## src/rtl/multibit_serial_comparator_if.sv

```systemverilog
// Start/busy/done handshake and operand/result bus of the serial magnitude comparator.
// The optional sgn request bit exists only when SIGNED_CMP_EN is defined.
interface multibit_serial_comparator_if #(
    parameter int WIDTH = 16
);
    logic             start;
    logic [WIDTH-1:0] A;
    logic [WIDTH-1:0] B;
`ifdef SIGNED_CMP_EN
    logic             sgn;
`endif
    logic             busy;
    logic             done;
    logic [2:0]       Y;

    // Controller side: issues requests, observes status and result.
    modport master (
`ifdef SIGNED_CMP_EN
        output sgn,
`endif
        output start, A, B,
        input  busy, done, Y
    );

    // Comparator side.
    modport slave (
`ifdef SIGNED_CMP_EN
        input  sgn,
`endif
        input  start, A, B,
        output busy, done, Y
    );
endinterface

```

## src/rtl/multibit_serial_comparator.sv

```systemverilog
// Digit-serial WIDTH-bit magnitude comparator, MSB digit first, with early exit.
// Result is one-hot {gt,lt,eq}. Define SIGNED_CMP_EN to add the two's-complement sgn request.
module multibit_serial_comparator #(
    parameter int WIDTH = 16,
    parameter int DIGIT = 4
) (
    input  logic                                  clk,
    input  logic                                  rst,
    multibit_serial_comparator_if.slave           bus
);
    localparam int NDIG  = WIDTH / DIGIT;
    localparam int CNT_W = (NDIG > 1) ? $clog2(NDIG) : 1;
    localparam logic [CNT_W-1:0] LAST_CNT = CNT_W'(NDIG - 1);

    localparam logic [2:0] Y_GT = 3'b100;
    localparam logic [2:0] Y_LT = 3'b010;
    localparam logic [2:0] Y_EQ = 3'b001;

    if (WIDTH < 2 || DIGIT < 1 || DIGIT > WIDTH || (WIDTH % DIGIT) != 0) begin : g_bad_params
        $error("multibit_serial_comparator: WIDTH must be >= 2 and a multiple of DIGIT");
    end

    typedef enum logic [0:0] {
        ST_IDLE = 1'b0,
        ST_COMP = 1'b1
    } state_t;

    state_t             r_state, w_state_nxt;
    logic [WIDTH-1:0]   r_sa, w_sa_nxt;
    logic [WIDTH-1:0]   r_sb, w_sb_nxt;
    logic [CNT_W-1:0]   r_cnt, w_cnt_nxt;
    logic               r_busy, w_busy_nxt;
    logic               r_done, w_done_nxt;
    logic [2:0]         r_y, w_y_nxt;

    logic [DIGIT-1:0]   w_da;
    logic [DIGIT-1:0]   w_db;
    logic               w_inv;

    // Flipping the sign bit maps two's-complement order onto unsigned order.
`ifdef SIGNED_CMP_EN
    assign w_inv = bus.sgn;
`else
    assign w_inv = 1'b0;
`endif

    assign w_da = r_sa[WIDTH-1 -: DIGIT];
    assign w_db = r_sb[WIDTH-1 -: DIGIT];

    // NOTE: every output of this block gets a default first, so no path leaves one unassigned and no latch is inferred.
    always_comb begin
        w_state_nxt = r_state;
        w_sa_nxt    = r_sa;
        w_sb_nxt    = r_sb;
        w_cnt_nxt   = r_cnt;
        w_busy_nxt  = r_busy;
        w_done_nxt  = 1'b0;
        w_y_nxt     = r_y;

        unique case (r_state)
            ST_IDLE: begin
                if (bus.start) begin
                    w_sa_nxt    = {bus.A[WIDTH-1] ^ w_inv, bus.A[WIDTH-2:0]};
                    w_sb_nxt    = {bus.B[WIDTH-1] ^ w_inv, bus.B[WIDTH-2:0]};
                    w_cnt_nxt   = '0;
                    w_busy_nxt  = 1'b1;
                    w_state_nxt = ST_COMP;
                end
            end

            ST_COMP: begin
                if (w_da > w_db) begin
                    w_y_nxt     = Y_GT;
                    w_done_nxt  = 1'b1;
                    w_busy_nxt  = 1'b0;
                    w_state_nxt = ST_IDLE;
                end else if (w_da < w_db) begin
                    w_y_nxt     = Y_LT;
                    w_done_nxt  = 1'b1;
                    w_busy_nxt  = 1'b0;
                    w_state_nxt = ST_IDLE;
                end else if (r_cnt == LAST_CNT) begin
                    w_y_nxt     = Y_EQ;
                    w_done_nxt  = 1'b1;
                    w_busy_nxt  = 1'b0;
                    w_state_nxt = ST_IDLE;
                end else begin
                    w_sa_nxt  = r_sa << DIGIT;
                    w_sb_nxt  = r_sb << DIGIT;
                    w_cnt_nxt = r_cnt + CNT_W'(1);
                end
            end

            default: begin
                w_state_nxt = ST_IDLE;
                w_busy_nxt  = 1'b0;
            end
        endcase
    end

    // NOTE: state updates use non-blocking assignments so all registers see pre-edge values, matching the hardware.
    always_ff @(posedge clk) begin
        if (rst) begin
            r_state <= ST_IDLE;
            // NOTE: operand registers are cleared too; they are few flops, not a memory array, so reset is cheap and keeps them deterministic.
            r_sa    <= '0;
            r_sb    <= '0;
            r_cnt   <= '0;
            r_busy  <= 1'b0;
            r_done  <= 1'b0;
            r_y     <= 3'b000;
        end else begin
            r_state <= w_state_nxt;
            r_sa    <= w_sa_nxt;
            r_sb    <= w_sb_nxt;
            r_cnt   <= w_cnt_nxt;
            r_busy  <= w_busy_nxt;
            r_done  <= w_done_nxt;
            r_y     <= w_y_nxt;
        end
    end

    assign bus.busy = r_busy;
    assign bus.done = r_done;
    assign bus.Y    = r_y;
endmodule
```

## src/flat_wrapper.sv

```systemverilog
// flat-port wrapper written by rule: the top's interface ports become plain ports
module multibit_serial_comparator_flat 
#(
    parameter int WIDTH = 16,
    parameter int DIGIT = 4
)
  (clk, rst, bus_start, bus_A, bus_B, bus_busy, bus_done, bus_Y);
  multibit_serial_comparator_if #(.WIDTH(WIDTH)) bus_i ();
  input  logic clk;
  input  logic rst;
  input wire logic [$bits(bus_i.start)-1:0] bus_start;
  input wire logic [$bits(bus_i.A)-1:0] bus_A;
  input wire logic [$bits(bus_i.B)-1:0] bus_B;
  output wire logic [$bits(bus_i.busy)-1:0] bus_busy;
  output wire logic [$bits(bus_i.done)-1:0] bus_done;
  output wire logic [$bits(bus_i.Y)-1:0] bus_Y;
  assign bus_i.start = bus_start;
  assign bus_i.A = bus_A;
  assign bus_i.B = bus_B;
  assign bus_busy = bus_i.busy;
  assign bus_done = bus_i.done;
  assign bus_Y = bus_i.Y;
  multibit_serial_comparator #(.WIDTH(WIDTH), .DIGIT(DIGIT)) u_core (.clk(clk), .rst(rst), .bus(bus_i));
endmodule
```

## config.mk

```make
export PLATFORM = sky130hd
export DESIGN_NAME = multibit_serial_comparator_flat
export DESIGN_NICKNAME = d
export VERILOG_FILES = /design/src/rtl/multibit_serial_comparator_if.sv /design/src/rtl/multibit_serial_comparator.sv /design/src/flat_wrapper.sv
export SDC_FILE = /design/constraint.sdc
export NUM_CORES = 1
export LEC_CHECK = 0
export BUFFER_PORTS_ARGS = -buffer_cell sky130_fd_sc_hd__buf_4
export CAP_MARGIN = 25
export CORE_MARGIN = 8
export CORE_UTILIZATION = 48
export CTS_CLUSTER_SIZE = 30
export DETAILED_ROUTE_END_ITERATION = 8
export GPL_ROUTABILITY_DRIVEN = 0
export PLACE_DENSITY = 0.84
export SYNTH_ARGS = -nofsm -noshare
export SYNTH_HDL_FRONTEND = slang
export SYNTH_SLANG_ARGS = --single-unit
```

## constraint.sdc

```tcl
create_clock -name clk -period 1.9 [get_ports clk]
set_input_delay 0.19 -clock clk [delete_from_list [all_inputs] [get_ports clk]]
set_output_delay 0.19 -clock clk [all_outputs]
set_load 0.1 [all_outputs]
```

==> results of run 1 <==
==> what timing repair did <==
item                                    CTS  global route
setup buffers                             0             1
endpoints found under the setup margin   18            34
pin swaps                                 2             9
gates cloned                              0             2
gates resized for setup                  14             7
==> cell type report <==
class | instances | area [µm²] | share of cell area
clock inverters | 1 | 30.0 | 0.0115
clock buffers | 7 | 96.3 | 0.0369
well taps | 50 | 62.6 | 0.0239
inverters | 5 | 18.8 | 0.00718
multi-input cells | 156 | 1080 | 0.413
repair buffers | 58 | 523 | 0.200
flip-flops and latches | 40 | 802 | 0.307
==> cells in the final DEF, fill, tap and decap left out, types with 4 or more instances in the layout <==
cell type / n
sky130_fd_sc_hd__clkbuf_8: 7
sky130_fd_sc_hd__o21ai_0: 27
sky130_fd_sc_hd__nor2_1: 23
sky130_fd_sc_hd__nor3_1: 24
sky130_fd_sc_hd__nand2_1: 18
sky130_fd_sc_hd__ha_4: 4
sky130_fd_sc_hd__a211oi_2: 20
sky130_fd_sc_hd__dfxtp_1: 39
sky130_fd_sc_hd__buf_4: 50
sky130_fd_sc_hd__a21oi_1: 14
==> power by group <==
group,total (mW),leakage (nW),internal [mW],switching [mW]
registers,0.968,0.331,0.919,0.0496
clock network,0.757,0.0645,0.463,0.294
logic,0.704,0.647,0.322,0.382
==> registers in the layout (all words and copies together) (netlist names) <==
name             cells
u_core.bus.Y         3
u_core.bus.done      1
u_core.bus.busy      1
u_core.r_state       1
u_core.r_sb         16
u_core.r_cnt         2
u_core.r_sa         16
==> critical path, stage by stage (launching register included) <==
cell                        delay, ps
sky130_fd_sc_hd__dfxtp_1          360
sky130_fd_sc_hd__ha_4             300
sky130_fd_sc_hd__nand4_4           90
sky130_fd_sc_hd__or3b_4           420
sky130_fd_sc_hd__or2_4            310
sky130_fd_sc_hd__clkbuf_16        190
sky130_fd_sc_hd__a211oi_2         210
==> metrics by stage <==
step	instance area, µm²	power, mW	worst slack (ps)
finish	2610	2.43	-64.9
floorplan	1900	1.35	17.7
global route	2610	2.54	-121
global placement	2310	1.55	12.1
detailed placement	2310	1.57	-24.6
CTS	2500	2.36	1.97
==> worst max path at each step <==
stage	endpoint	slack, ps
after floorplan	u_core.r_sb[10]$_SDFFE_PP0P_	20
after global placement	u_core.r_cnt[1]$_SDFFE_PP0P_	10
after detailed placement	u_core.r_cnt[1]$_SDFFE_PP0P_	-20
after CTS	u_core.r_sb[14]$_SDFFE_PP0P_	2
after global routing	u_core.r_sa[13]$_SDFFE_PP0P_	-120
final	u_core.r_sa[13]$_SDFFE_PP0P_	-60
==> layer usage <==
metal,vias to the layer above,wire length [µm],part of all wire,GRT usage
met5,-,0,0,0
li1,882,-,-,-
met1,815,2200,0.43,0.187
met3,8,274,0.054,0.0451
met2,57,2560,0.50,0.263
met4,0,81,0.016,0.0574
==> cells by family after synthesis <==
logic type / synth area share
compound gates: 0.292
buf+inv: 0.0640
flops: 0.422
simple gates: 0.189
fa+ha+maj: 0.0330
==> qor.txt, run 1 <==
====================================================================================
Result of the run                                                       finished with violations
Violations in the final reports                                         negative setup slack
Pin count of the biggest net entering global routing                              40
Category of the worst setup path capture point                              register
Unrepaired setup endpoints after global routing                                  yes
Port Buffers                                                                      39
Worst hold endpoint                                                     u_core.r_state$_SDFF_PP0_
CTS root buffer                                                         sky130_fd_sc_hd__clkbuf_8
Horiz. Die Dim                                                               78.9 µm
Number of non-filler instances in the completed layout                           317
Share of flip-flops with an asynchronous set or reset after synthesis              0
DP Cell Count                                                                    306
Leakage power                                                                1.04 nW
Clock latency of the later-clocked register in the worst-skew pair            300 ps
Count of final max-slew check failures                                             0
Number of enable flip-flop cells after synthesis                                   0
Share of the cycle needed by the critical path after routing                    1.03
Min-Delay Startpoint                                                             rst
Vias                                                                            1762
Type of the most critical hold path                                        in -> reg
Post-route worst setup slack                                                -64.9 ps
Flop2flop setup slack                                                         -60 ps
Worst-case clock skew                                                        6.42 ps
Filler Cell Count                                                                336
Floorplan die area                                                       0.00622 mm²
Number of sinks driven by the clock tree                                          40
Global route overflow                                                              0
Cell types occupying the most area after synthesis                      sky130_fd_sc_hd__dfxtp_1 42%, sky130_fd_sc_hd__a211oi_2 13%, sky130_fd_sc_hd__o21ai_0 7.1%
Floorplan core area                                                      0.00391 mm²
Crit Path Class                                                           reg -> reg
Transition at the pin with the smallest max-transition slack                  357 ps
Clock-pin slew on the worst setup and hold paths                               80 ps
Number of nets in the synthesized netlist                                        261
Crit path launch type                                                       register
Area share of the largest cell type after synthesis                            0.422
Origin of the worst setup path                                          u_core.r_sa[15]$_SDFFE_PP0P_
Diodes inserted                                                                    0
Largest area contributor in the synthesized netlist                     sky130_fd_sc_hd__dfxtp_1
Maxcap violations                                                                  0
Chip Height                                                                  78.9 µm
Instance count along the most critical hold path                                   2
Hold buffers post-CTS                                                              0
Crit Reg-Reg Startpoint                                                 u_core.r_sa[15]$_SDFFE_PP0P_
CTS tree                                                                        done
Detailed Route WL                                                            5.11 mm
Worst endpoint data arrival time                                             2180 ps
Most numerous cell in the Yosys netlist                                 sky130_fd_sc_hd__dfxtp_1
Most common flop cell mapped by yosys                                   sky130_fd_sc_hd__dfxtp_1
Ports                                                                             40
Number of buffers between clock root and the deepest sink                          2
Synthesis-to-layout area growth                                                37.7%
H-tree Lvls                                                                        2
Inserted Clock Buffers                                                             5
Post-layout nets                                                                 306
DP HPWL                                                                      3.12 mm
Total negative slack for setup checks                                        -321 ps
Worst reg-to-reg path cell count                                                   6
Flops & latches, synth                                                            40
Remaining routing DRC violations                                                   0
Part of the Yosys area used for sequential elements                            0.422
Worst EP required                                                            2110 ps
Global-route wire length before repair                                       8.09 mm
Starting Density                                                               0.485
Num rows                                                                          23
Number of antenna violations at the first check in global routing                  0
DR vias/cell                                                                    5.56
Mean instance size in the synthesized netlist                               8.58 µm²
Share of final-layout standard cells stronger than drive strength 1            0.386
Routed wirelength normalized by instance count                               16.1 µm
Syn Inst Count                                                                   221
Critical path fanouts, max                                                         9
Worst reg2reg path endpoint                                             u_core.r_sa[13]$_SDFFE_PP0P_
First drt pass iteration count                                                     4
Top achievable clock speed                                                 0.509 GHz
Yosys cell types                                                                  31
Yosys warns                                                                        0
Setup violators final                                                             18
Violation count after the first detailed-route iteration                         136
Total power per unit cell area                                            930 mW/mm²
Netlist area before placement                                            0.00190 mm²
Final antenna-violating net count                                                  0
Fin crit period                                                              1960 ps
Commonest cells in the netlist                                          40 x sky130_fd_sc_hd__dfxtp_1, 27 x sky130_fd_sc_hd__o21ai_0, 24 x sky130_fd_sc_hd__nor3_1, 23 x sky130_fd_sc_hd__nor2_1, 19 x sky130_fd_sc_hd__a211oi_2
Utilization after layout                                                       0.668
Final hold slack                                                              110 ps
Remaining max-slew budget at the tightest pin                                  0.762
Number of global-route vias before repair                                       1815
Global Route Usage Sum                                                         0.157
Count of endpoints failing hold in the final timing report                         0
Worst VDD drop                                                              0.559 mV
====================================================================================
Note: power is estimated with default switching activity, not from simulation.
==> run 2, diff against run 1 <==
--- a/config.mk
+++ b/config.mk
@@ -13,6 +13,7 @@
 export DETAILED_ROUTE_END_ITERATION = 8
 export GPL_ROUTABILITY_DRIVEN = 0
 export PLACE_DENSITY = 0.84
+export REMOVE_ABC_BUFFERS = 1
 export SYNTH_ARGS = -nofsm -noshare
 export SYNTH_HDL_FRONTEND = slang
 export SYNTH_SLANG_ARGS = --single-unit
==> qor.txt, run 2 (synthesized netlist as in run 1, its figures left out) <==
==================================================================================
Worst-case clock skew                                                      3.85 ps   -2.57 ps
Utilization after layout                                                     0.657   -0.0109
Combinational Power Share                                                    0.311   +0.021
Footprint of the flip-flops and latches                                    805 µm²   +0.31%
Top achievable clock speed                                               0.518 GHz   +1.8%
Met3 track utilization from global routing                                  0.0553   +0.0102
Number of buffers between clock root and the deepest sink                        2   unchanged
First drt pass iteration count                                                   4   unchanged
Chip Height                                                                78.9 µm   unchanged
Worst endpoint data arrival time                                           2140 ps   -40 ps
Fin crit period                                                            1930 ps   -35.1 ps
Inserted Clock Buffers                                                           5   unchanged
Diodes inserted                                                                  0   unchanged
Unrepaired setup endpoints after global routing                                yes
Global route overflow                                                            0   unchanged
Post-route worst setup slack                                              -29.8 ps   +35.1 ps
Grt peak-use layer                                                            met2
Switch Pwr                                                                  694 µW   -4.3%
Share of power burned in the clock network                                   0.257   -0.055
Crit Reg-Reg Startpoint                                               u_core.r_sb[15]$_SDFFE_PP0P_
Final hold slack                                                            125 ps   +15.2 ps
Clock latency of the later-clocked register in the worst-skew pair          290 ps   about the same
Number of global-route vias before repair                                     1845   +1.7%
Critical path fanouts, max                                                       8   -1
Internal power of the cells                                                1.54 mW   -9.5%
DR vias/cell                                                                  5.48   -1.4%
Count of endpoints failing hold in the final timing report                       0   unchanged
Worst reg2reg path endpoint                                           u_core.r_sa[11]$_SDFFE_PP0P_
Number of antenna violations at the first check in global routing                0   unchanged
DP HPWL                                                                    3.04 mm   -2.5%
Most common cell after layout, fill and taps aside                    sky130_fd_sc_hd__buf_4
Share of the cycle needed by the critical path after routing                  1.02   -0.0185
Count of final max-slew check failures                                           0   unchanged
Placed instance area                                                   0.00234 mm²   +0.97%
Hold buffers post-CTS                                                            0   unchanged
Violation count after the first detailed-route iteration                        61   -55%
Ports                                                                           40   unchanged
Pin count of the biggest net entering global routing                            40   unchanged
Category of the worst setup path capture point                            register
Met2 routing resource usage after global routing                             0.264   +0.00166
Worst EP required                                                          2110 ps   about the same
Setup violators final                                                           13   -5
Violations in the final reports                                       negative setup slack
Floorplan die area                                                     0.00622 mm²   unchanged
Final antenna-violating net count                                                0   unchanged
Final design area excluding fillers                                    0.00257 mm²   -1.6%
Type of the most critical hold path                                      in -> reg
Crit path launch type                                                     register
Min-Delay Startpoint                                                           rst
Slowest cell delay on critical path                                         420 ps   about the same
Remaining max-slew budget at the tightest pin                                0.698   -0.0643
Worst VDD drop                                                            0.649 mV   +16%
Total power per unit cell area                                          870 mW/mm²   -6.4%
Sw Share                                                                     0.310   +0.0117
Cells traversed along the worst timing path                           inv_2 > ha_4 > nand4_4 > or3b_4 > or2_4 > buf_4 > a211oi_2
Share of final-layout standard cells stronger than drive strength 1          0.390   +0.00457
Starting Density                                                             0.485   unchanged
Worst reg-to-reg path cell count                                                 7   +1
Clock-pin slew on the worst setup and hold paths                             70 ps   about the same
CTS root buffer                                                       sky130_fd_sc_hd__clkbuf_8
Transition at the pin with the smallest max-transition slack                453 ps   +96.0 ps
Instance count along the most critical hold path                                 2   unchanged
Commonest cells after routing, fill and taps aside                    53 x sky130_fd_sc_hd__buf_4, 37 x sky130_fd_sc_hd__dfxtp_1, 27 x sky130_fd_sc_hd__o21ai_0, 24 x sky130_fd_sc_hd__nor3_1, 23 x sky130_fd_sc_hd__nor2_1
Post-layout nets                                                               308   +0.65%
Horiz. Die Dim                                                             78.9 µm   unchanged
Vias                                                                          1749   -0.74%
Maxcap violations                                                                0   unchanged
Critical Path Slowest Stage Cell                                      sky130_fd_sc_hd__or3b_4
DP Cell Count                                                                  309   +0.98%
Floorplan core area                                                    0.00391 mm²   unchanged
Leakage power                                                              1.02 nW   -2.0%
Worst hold endpoint                                                   u_core.r_state$_SDFF_PP0_
Crit Path Class                                                         reg -> reg
Global Route Usage Sum                                                       0.149   -0.00843
Reg power frac                                                               0.432   +0.033
H-tree Lvls                                                                      2   unchanged
Port Buffers                                                                    39   unchanged
Remaining routing DRC violations                                                 0   unchanged
Flop2flop setup slack                                                       -30 ps   +40 ps
GRT met1 Usage                                                               0.159   -0.0281
Area of the multi-input gates                                          0.00107 mm²   -0.58%
CTS tree                                                                      done
Filler Cell Count                                                              333   -0.89%
Routed wirelength normalized by instance count                             14.7 µm   -8.7%
Detailed Route WL                                                          4.70 mm   -8.2%
Number of sinks driven by the clock tree                                        40   unchanged
Num rows                                                                        23   unchanged
Result of the run                                                     finished with violations
Synthesis-to-layout area growth                                              35.5%
Global-route wire length before repair                                     7.69 mm   -4.9%
Number of non-filler instances in the completed layout                         319   +0.63%
==================================================================================
-- run 2: cell count changes in the layout (fill, tap and decap cells not counted), sizes merged --
cell,previous run,this run
bufinv,1,0
buf,56,59
-- run 2: metal layers --
layer,part of all wire,vias up
li1,-,886
met1,0.44,817
met2,0.50,42
met3,0.055,4
met4,0.0098,0
met5,0,-
-- run 2: layout make-up --
type,instances,share of cell area
repair buffers,60,0.203
flip-flops and latches,40,0.313
well taps,50,0.0243
clock buffers,8,0.0351
multi-input cells,156,0.418
inverters,5,0.00730
-- run 2: critical path: cells and delay by family (launching register included) --
kind / cells / cell delay [ps]
flip-flops: 1 / 330
adder cells (fa/ha/maj): 1 / 270
AND/OR/NAND/NOR: 3 / 810
buffers and inverters: 2 / 250
AO/OA/AOI/OAI: 1 / 180
-- run 2: worst max-delay path by stage --
stage / depth (start not counted) / slack (ps) / endpoint / from
after floorplan: 6 / -1800 / u_core.r_sa[12]$_SDFFE_PP0P_ / u_core.r_sb[15]$_SDFFE_PP0P_
after global placement: 7 / 20 / u_core.r_cnt[1]$_SDFFE_PP0P_ / u_core.r_sb[15]$_SDFFE_PP0P_
after detailed placement: 7 / -70 / u_core.r_cnt[0]$_SDFFE_PP0P_ / u_core.r_sb[13]$_SDFFE_PP0P_
after CTS: 7 / -5 / u_core.r_cnt[0]$_SDFFE_PP0P_ / u_core.r_sa[12]$_SDFFE_PP0P_
after global routing: 7 / -100 / u_core.r_sa[11]$_SDFFE_PP0P_ / u_core.r_sb[14]$_SDFFE_PP0P_
final: 7 / -30 / u_core.r_sa[11]$_SDFFE_PP0P_ / u_core.r_sb[15]$_SDFFE_PP0P_
-- run 2: timing repair --
action / in CTS / in global routing
gates resized for setup: 11 / 12
cloned: 0 / 1
setup buffers: 0 / 1
pin swaps: 4 / 7
setup endpoints to repair: 28 / 34
-- run 2: through the flow --
stage | TNS (ps) | power [mW] | worst slack, ps
finish | -179 | 2.24 | -29.8
CTS | -4.64 | 2.18 | -4.56
detailed placement | -342 | 1.58 | -67.4
floorplan | -57490 | 1.31 | -1800
global placement | 0 | 1.57 | 23.1
global route | -1500 | 2.35 | -97.4
-- run 2: power by group through the flow --
stage	Sequential, mW	Clock (mW)	Combinational (mW)
2_1_floorplan	1.03	0	0.286
3_5_place_dp	0.976	0	0.608
6_report	0.967	0.574	0.696
4_1_cts	0.961	0.581	0.638
5_1_grt	0.974	0.624	0.748
3_3_place_gp	0.972	0	0.596
==> run 3, diff against run 2 <==
==> constraint.sdc (replaced) <==
create_clock -name clk -period 1.6 [get_ports clk]
set_input_delay 0.16 -clock clk [delete_from_list [all_inputs] [get_ports clk]]
set_output_delay 0.16 -clock clk [all_outputs]
set_load 0.1 [all_outputs]
==> qor.txt, run 3 (synthesized netlist as in run 1, its figures left out) <==
==================================================================================
Final hold slack                                                           90.2 ps   -34.7 ps
Inserted Clock Buffers                                                           5   unchanged
Worst EP required                                                          1800 ps   -310 ps
Worst path top cell family by delay                                   simple AND/OR/NAND/NOR gates
Post-route worst setup slack                                               -341 ps   -311 ps
Critical path fanouts, max                                                       7   -1
Total negative slack for setup checks                                     -9690 ps   -9520 ps
Final design area excluding fillers                                    0.00270 mm²   +5.2%
Unrepaired setup endpoints after global routing                                yes
Top achievable clock speed                                               0.515 GHz   -0.56%
Horiz. Die Dim                                                             78.9 µm   unchanged
Count of buffer and inverter cells on the critical path                          2   unchanged
Utilization after layout                                                     0.691   +0.0339
CTS tree                                                                      done
Ports                                                                           40   unchanged
Most common cell after layout, fill and taps aside                    sky130_fd_sc_hd__buf_4
DP HPWL                                                                    3.02 mm   -0.51%
Slowest cell delay on critical path                                         410 ps   about the same
Result of the run                                                     finished with violations
Global Route Usage Sum                                                       0.165   +0.0159
Routed wirelength normalized by instance count                             15.5 µm   +5.0%
Transition at the pin with the smallest max-transition slack                321 ps   -132 ps
Share of the cycle needed by the critical path after routing                  1.21   +0.197
Num rows                                                                        23   unchanged
Remaining max-slew budget at the tightest pin                                0.785   +0.0867
Post-layout nets                                                               318   +3.2%
Count of endpoints failing hold in the final timing report                       0   unchanged
CTS root buffer                                                       sky130_fd_sc_hd__clkbuf_8
Detailed Route WL                                                          5.09 mm   +8.3%
Commonest cells after routing, fill and taps aside                    63 x sky130_fd_sc_hd__buf_4, 36 x sky130_fd_sc_hd__dfxtp_1, 25 x sky130_fd_sc_hd__o21ai_0, 24 x sky130_fd_sc_hd__nor3_1, 22 x sky130_fd_sc_hd__nor2_1
DR vias/cell                                                                  5.53   +0.84%
Global-route wire length before repair                                     8.29 mm   +7.9%
Port Buffers                                                                    39   unchanged
Leakage power                                                              1.08 nW   +5.9%
Starting Density                                                             0.485   unchanged
Fin crit period                                                            1940 ps   +10.9 ps
Critical Path Slowest Stage Cell                                      sky130_fd_sc_hd__or3b_4
Maxcap violations                                                                0   unchanged
Count of final max-slew check failures                                           0   unchanged
Number of sinks driven by the clock tree                                        40   unchanged
Clock-pin slew on the worst setup and hold paths                             70 ps   about the same
Chip Height                                                                78.9 µm   unchanged
Floorplan core area                                                    0.00391 mm²   unchanged
H-tree Lvls                                                                      2   unchanged
Crit path launch type                                                     register
Floorplan die area                                                     0.00622 mm²   unchanged
Pin count of the biggest net entering global routing                            40   unchanged
Setup violators final                                                           40   +27
Total power per unit cell area                                         1010 mW/mm²   +17%
Synthesis-to-layout area growth                                              42.5%
Type of the most critical hold path                                      in -> reg
Worst VDD drop                                                            0.644 mV   -0.82%
Final antenna-violating net count                                                0   unchanged
Clock latency of the later-clocked register in the worst-skew pair          290 ps   about the same
Number of global-route vias before repair                                     1826   -1.0%
Worst-case clock skew                                                      7.01 ps   +3.16 ps
Placed instance area                                                   0.00236 mm²   +0.96%
First drt pass iteration count                                                   4   unchanged
Worst endpoint data arrival time                                           2140 ps   about the same
Category of the worst setup path capture point                            register
Crit Path Class                                                         reg -> reg
Remaining routing DRC violations                                                 0   unchanged
Global route overflow                                                            0   unchanged
Violation count after the first detailed-route iteration                       133   +120%
Diodes inserted                                                                  0   unchanged
Vias                                                                          1819   +4.0%
Cells traversed along the worst timing path                           inv_2 > ha_4 > nand4_4 > or3b_4 > or2_4 > buf_12 > a311oi_1
Number of antenna violations at the first check in global routing                0   unchanged
Share of final-layout standard cells stronger than drive strength 1          0.444   +0.0541
Violations in the final reports                                       negative setup slack
Number of buffers between clock root and the deepest sink                        2   unchanged
Total design power                                                         2.74 mW   +23%
==================================================================================
[run 3: repair_timing]
action                     4_1_cts  5_1_grt
setup buffers                    5        2
gates cloned                     2        0
hold buffers                     0        0
gates resized for setup         23       12
pin swaps                        9        8
setup endpoints to repair       35       40
[run 3: per-stage QoR]
| step | setup WS [ps] | cells |
|---|---|---|
| final | -341 | 329 |
| after global routing | -389 | 329 |
| after CTS | -336 | 327 |
| after detailed placement | -381 | 312 |
| after global placement | -297 | 312 |
| after floorplan | -2100 | 201 |
[run 3: power breakdown]
part           total, mW  switching [mW]  internal [mW]
logic              0.904           0.478          0.426
registers           1.15          0.0575           1.09
clock network      0.687           0.336          0.352
[run 3: layout make-up]
| class | count | area, µm² |
|---|---|---|
| Fill cell | 312 | 1210 |
| Tap cell | 50 | 62.6 |
| Multi-Input combinational cell | 156 | 1110 |
| Timing Repair Buffer | 70 | 611 |
| Inverter | 5 | 18.8 |
| Sequential cell | 40 | 806 |
| Clock buffer | 8 | 90.1 |
[run 3: routing by layer]
| metal | GRT usage | up-vias | routed length, µm |
|---|---|---|---|
| li1 | - | 906 | - |
| met1 | 0.187 | 863 | 2270 |
| met2 | 0.285 | 44 | 2520 |
| met3 | 0.0508 | 6 | 243 |
| met4 | 0.0574 | 0 | 56 |
| met5 | 0 | - | 0 |
[run 3: path summary, 6_finish.rpt]
check | start | to | cells past startpoint | slack (ps)
hold reg to reg | u_core.r_sb[3]$_SDFFE_PP0P_ | u_core.r_sb[3]$_SDFFE_PP0P_ | 2 | 460
setup / recovery | u_core.r_sb[13]$_SDFFE_PP0P_ | u_core.r_sb[13]$_SDFFE_PP0P_ | 7 | -340
hold / removal | rst | u_core.r_state$_SDFF_PP0_ | 2 | 90
setup reg to reg | u_core.r_sb[13]$_SDFFE_PP0P_ | u_core.r_sb[13]$_SDFFE_PP0P_ | 7 | -340
